--- src/rtl/btn_pkg.sv ---
// Shared types and default timing for the button press generator and the btn_count benches.
package btn_pkg;

    typedef enum logic [2:0] {
        IDLE,
        BOUNCE,
        HOLD,
        GAP,
        DONE
    } btn_gen_state_t;

    localparam int DEF_BOUNCE_EDGES = 2;
    localparam int DEF_PRESS_CYCLES = 4;
    localparam int DEF_GAP_CYCLES   = 4;
    localparam int DEF_CNT_W        = 8;

    function automatic int max3(input int a, input int b, input int c);
        int m;
        m = (a > b) ? a : b;
        return (m > c) ? m : c;
    endfunction

    // Width able to hold max_dur-1, never below one bit.
    function automatic int timer_width(input int max_dur);
        return (max_dur < 2) ? 1 : $clog2(max_dur);
    endfunction

endpackage

--- src/rtl/btn_phase_timer.sv ---
// Loadable down-counter that times one FSM phase; expired is high on the phase's last cycle.
module btn_phase_timer #(
    parameter int W = 2
) (
    input  logic         clk,
    input  logic         rst,
    input  logic         load,
    input  logic [W-1:0] load_val,
    output logic         expired
);

    logic [W-1:0] count;

    always_ff @(posedge clk or negedge rst) begin
        if (!rst) begin
            count <= '0;
        end else if (load) begin
            count <= load_val;
        end else if (count != '0) begin
            count <= count - 1'b1;
        end
    end

    assign expired = (count == '0);

endmodule

--- src/rtl/btn_press_gen.sv ---
// Button-press stimulus source: emits num_press presses of bounce, hold and gap on a registered btn line.
module btn_press_gen
    import btn_pkg::*;
#(
    parameter int BOUNCE_EDGES = DEF_BOUNCE_EDGES,
    parameter int PRESS_CYCLES = DEF_PRESS_CYCLES,
    parameter int GAP_CYCLES   = DEF_GAP_CYCLES,
    parameter int CNT_W        = DEF_CNT_W
) (
    input  logic             clk,
    input  logic             rst,
    input  logic             start,
    input  logic [CNT_W-1:0] num_press,
    input  logic             abort,
    output logic             btn,
    output logic             busy,
    output logic             done,
    output logic [CNT_W-1:0] presses_sent
);

    localparam int MAX_DUR = max3(2 * BOUNCE_EDGES, PRESS_CYCLES, GAP_CYCLES);
    localparam int TW      = timer_width(MAX_DUR);

    localparam logic [TW-1:0] BOUNCE_LOAD = TW'((BOUNCE_EDGES > 0) ? 2 * BOUNCE_EDGES - 1 : 0);
    localparam logic [TW-1:0] HOLD_LOAD   = TW'(PRESS_CYCLES - 1);
    localparam logic [TW-1:0] GAP_LOAD    = TW'(GAP_CYCLES - 1);

    localparam btn_gen_state_t PRESS_ENTRY = (BOUNCE_EDGES > 0) ? BOUNCE : HOLD;

    btn_gen_state_t   state;
    btn_gen_state_t   state_next;
    logic             start_q;
    logic [CNT_W-1:0] num_q;
    logic [CNT_W-1:0] remaining;
    logic             load;
    logic [TW-1:0]    load_val;
    logic             expired;
    logic             btn_next;
    logic             accept;

    btn_phase_timer #(
        .W(TW)
    ) u_timer (
        .clk      (clk),
        .rst      (rst),
        .load     (load),
        .load_val (load_val),
        .expired  (expired)
    );

    // The request is registered first so the outputs, which follow the state, start one edge later.
    assign accept = start && (state == IDLE) && !start_q;

    always_ff @(posedge clk or negedge rst) begin
        if (!rst) begin
            start_q <= 1'b0;
            num_q   <= '0;
        end else begin
            start_q <= accept;
            if (accept) begin
                num_q <= num_press;
            end
        end
    end

    always_ff @(posedge clk or negedge rst) begin
        if (!rst) begin
            state <= IDLE;
            btn   <= 1'b0;
            busy  <= 1'b0;
            done  <= 1'b0;
        end else begin
            state <= state_next;
            btn   <= btn_next;
            busy  <= (state_next inside {BOUNCE, HOLD, GAP});
            done  <= (state_next == DONE);
        end
    end

    always_ff @(posedge clk or negedge rst) begin
        if (!rst) begin
            remaining    <= '0;
            presses_sent <= '0;
        end else if (state == IDLE && start_q && num_q != '0) begin
            remaining    <= num_q;
            presses_sent <= '0;
        end else if (state == HOLD && expired && !abort) begin
            remaining    <= remaining - 1'b1;
            presses_sent <= presses_sent + 1'b1;
        end
    end

    always_comb begin
        state_next = state;
        load       = 1'b0;
        load_val   = '0;
        btn_next   = 1'b0;

        case (state)
            IDLE: begin
                if (start_q) begin
                    state_next = (num_q != '0) ? PRESS_ENTRY : DONE;
                end
            end
            BOUNCE: begin
                if (abort) begin
                    state_next = IDLE;
                end else if (expired) begin
                    state_next = HOLD;
                end
            end
            HOLD: begin
                if (abort) begin
                    state_next = IDLE;
                end else if (expired) begin
                    state_next = GAP;
                end
            end
            GAP: begin
                if (abort) begin
                    state_next = IDLE;
                end else if (expired) begin
                    state_next = (remaining != '0) ? PRESS_ENTRY : DONE;
                end
            end
            DONE: begin
                state_next = IDLE;
            end
            default: begin
                state_next = IDLE;
            end
        endcase

        // Every state change is a phase entry, so the timer reloads exactly then.
        load = (state_next != state);

        case (state_next)
            BOUNCE: begin
                load_val = BOUNCE_LOAD;
                btn_next = (state == BOUNCE) ? ~btn : 1'b1;
            end
            HOLD: begin
                load_val = HOLD_LOAD;
                btn_next = 1'b1;
            end
            GAP: begin
                load_val = GAP_LOAD;
            end
            default: begin
                load_val = '0;
            end
        endcase
    end

endmodule
--- config.mk ---
export PLATFORM = sky130hd
export DESIGN_NAME = btn_press_gen
export DESIGN_NICKNAME = d
export VERILOG_FILES = /design/src/rtl/btn_pkg.sv /design/src/rtl/btn_phase_timer.sv /design/src/rtl/btn_press_gen.sv
export SDC_FILE = /design/constraint.sdc
export NUM_CORES = 1
export LEC_CHECK = 0
export CAP_MARGIN = 20
export CELL_PAD_IN_SITES_DETAIL_PLACEMENT = 0
export CELL_PAD_IN_SITES_GLOBAL_PLACEMENT = 1
export CORE_AREA = 5 5 67 69
export CTS_CLUSTER_DIAMETER = 80
export DETAILED_ROUTE_END_ITERATION = 7
export DIE_AREA = 0 0 72 74
export GPL_TIMING_DRIVEN = 0
export PLACE_DENSITY_LB_ADDON = 0.1
export SLEW_MARGIN = 15
export SYNTH_ARGS = -nofsm -noshare
export SYNTH_HDL_FRONTEND = slang
export SYNTH_SLANG_ARGS = --single-unit
--- constraint.sdc ---
create_clock -name clk -period 3.1 [get_ports clk]
set_input_delay 0.62 -clock clk [delete_from_list [all_inputs] [get_ports clk]]
set_output_delay 0.62 -clock clk [all_outputs]
set_load 0.02 [all_outputs]
==> metrics <==
status=complete, no violations; Net Sw Frac=0.3663; via count=1261; ant diodes=0; Clock transition at path regs=0.07 ns; Worst EP required=3.26 ns; Post-CTS Setup Bufs=0; Sinks on Clock Net=33; WP data arrival=2.57 ns; total CTS buffers=5; DRC violations left=0; Initial Util=0.4332; Max Clock Freq=0.4145 GHz; largest net degree at the start of global routing=34; largest area contributor in the netlist=dfrtp_1; Mapped Cells=158; most frequent cell after synthesis=dfrtp_1; Setup crit start kind=input port; Max H-tree Level=2; wire per inst=13.79 um; Crit path largest cell delay=0.50 ns; Hold Vio Cnt, Final=0; initial drt markers=38; grt met2 use=0.2327; via count of the first global-routing pass=1317; Nets=202; I/O Pins=23; switching power=616.3 uW; CP bufs+invs=1; RSZ-0062 raised after global routing=no; final wirelength=3281 um; crit-path max FO=10; Primary FF master, synth=dfrtp_1; die area=5328 um^2; post-cts sizing count=0; Max Slew Vio Count=0; Setup Viol. Count Final=0; Seq pwr share=0.412; Internal=1.066 mW; initial antenna violation count=0; post-synthesis register bit count=33; grt peak-use layer=met2; PwrDens=828.7 nW/um^2; hold buffer count at cts=0; Root Driver=clkbuf_8; Comb power frac=0.410; worst skew pair latency=0.28 ns; FILL cells=368; Layout Utilization=0.5266; CTS tree=done; Clock Power Share=0.178; Synth Cell Area=1670 um^2; Die W=72 um; clk_skew=0.005786 ns; routability cong.=0.8115; Cell variety after synth=36; DR vias/cell=5.298; Ys Warns=0; Buffers on Ports=22; clk buf depth=2; Setup CP Type=input port to flip-flop; leak pwr=0.9007 nW; asr flop ratio synth=1.000; area grow syn2layout=21.57%; crit end category=flip-flop; syn avg cell area=10.57 um^2; first-pass GRT wire length=5768 um; top-area cell type share of the netlist area=0.4944; CP max stage cell=clkdlybuf4s50_1; met1 Use GR=0.1708; Pre-Repair DR Iteration Count=4; setup tns final=0 ns; Post-synth EDFFs=0; most instantiated cells after synthesis=dfrtp_1, nand2_1, inv_1, nand3_1, o211ai_1; fin crit share=0.7782; Worst-Margin Slew=0.7279 ns; fin crit period=2.413 ns; share of layout cells above drive strength 1=0.1489; FP Rows=23; die height=74 um; Synth area leaders=dfrtp_1, mux2_2, o211ai_1; Worst VDD drop=0.3967 mV; dpl hpwl=2430 um; Mapped Nets=173; post-synthesis sequential area ratio=0.4944; gr ovfl total=0; Max Cap Violations=0; worst min path class=input port to async pin; cell family with most CP delay=simple AND/OR/NAND/NOR gates; critical path, cell by cell=clkdlybuf4s50_1, nor3b_4, nand2_1, mux2_2, a221o_1; GR Layer Usage met3=0.05000; DRT antenna net count=0; Tot GR Track Use=0.1403; Max-Slew Margin vs Limit=0.5147; Std-Cell Core Area=3856 um^2
## placed cells by master (no fill, tap or decap), types with 5 or more instances in the layout
cell type / Yosys / routed
nand3_1: 10 / 10
nand4_1: 7 / 7
dfrtp_1: 33 / 33
clkbuf_8: 0 / 5
clkdlybuf4s50_1: 0 / 21
mux2_2: 9 / 9
o211ai_1: 10 / 10
o21ai_0: 6 / 6
mux2i_1: 5 / 5
nor2_1: 7 / 7
inv_1: 10 / 10
nand2_1: 15 / 15
buf_2: 4 / 5
xor2_1: 5 / 5
## path summary, 6_finish.rpt
kind / start / to / slack (ns) / depth (start not counted)
setup / recovery: abort / remaining[7]$_DFFE_PN0P_ / 0.69 / 5
hold / removal: rst / presses_sent[2]$_DFFE_PN0P_ / 0.39 / 1
setup reg to reg: u_timer.count[0]$_DFFE_PN0P_ / remaining[7]$_DFFE_PN0P_ / 0.94 / 8
hold reg to reg: presses_sent[6]$_DFFE_PN0P_ / presses_sent[6]$_DFFE_PN0P_ / 0.51 / 1
max in group asynchronous: rst / num_q[6]$_DFFE_PN0P_ / 2.24 / 1
min in group clk: presses_sent[6]$_DFFE_PN0P_ / presses_sent[6]$_DFFE_PN0P_ / 0.51 / 1
## logic make-up (layout without fill, tap and decap cells)
group	after synthesis	in the layout	share of synthesized area
AO/OA/AOI/OAI	26	26	0.1094
XOR/XNOR	5	5	0.02622
adder cells (fa/ha/maj)	3	3	0.02247
buffers and inverters	16	46	0.04570
flip-flops	33	33	0.4944
multiplexers	14	14	0.09064
AND/OR/NAND/NOR	61	61	0.2112
## routing by layer
metal,vias up,wire length (um)
met3,6,160
met5,-,0
met4,0,48
met2,23,1555
met1,604,1516
li1,628,-
## registers in the layout, indices dropped and copies added, names as in the netlist
| register | count |
|---|---|
| busy | 1 |
| presses_sent | 8 |
| done | 1 |
| remaining | 8 |
| state | 3 |
| num_q | 8 |
| btn | 1 |
| u_timer.count | 2 |
| start_q | 1 |
## final cells by class
class / instances / area, um^2 / area share
multi-input combinational: 109 / 768.2 / 0.3783
clock inverter: 2 / 10.01 / 0.004929
inverter: 10 / 37.54 / 0.01848
timing repair buffer: 22 / 215.2 / 0.1060
tap: 50 / 62.56 / 0.03081
buffer: 6 / 38.79 / 0.01910
sequential: 33 / 825.8 / 0.4067
clock buffer: 6 / 72.57 / 0.03574
## metrics by stage
stage / power, mW / instances / cell area, um^2 / hold slack [ns] / worst slack, ns
after floorplan: 1.200 / 158 / 1670 / 0.3244 / 1.142
after global placement: 1.364 / 230 / 1953 / 0.4899 / 0.4295
after detailed placement: 1.399 / 230 / 1948 / 0.4988 / 0.4038
after CTS: 1.712 / 238 / 2031 / 0.4156 / 0.6921
after global routing: 1.825 / 238 / 2031 / 0.4461 / 0.5683
final: 1.683 / 238 / 2031 / 0.3946 / 0.6875
## worst register-to-register path, stage by stage (launching register included)
cell     delay (ns)
dfrtp_1        0.36
inv_1          0.05
ha_1           0.18
buf_2          0.18
nor2b_1        0.14
buf_2          0.17
nand2_1        0.30
mux2_2         0.38
a221o_1        0.29
## power groups by stage
stage | logic, mW | registers, mW | clock network (mW)
after global routing | 0.779 | 0.715 | 0.331
after floorplan | 0.507 | 0.694 | 0
after detailed placement | 0.699 | 0.700 | 0
after CTS | 0.703 | 0.694 | 0.315
final | 0.690 | 0.693 | 0.300
after global placement | 0.668 | 0.696 | 0
No activity file was read; power rests on OpenSTA's default activity.
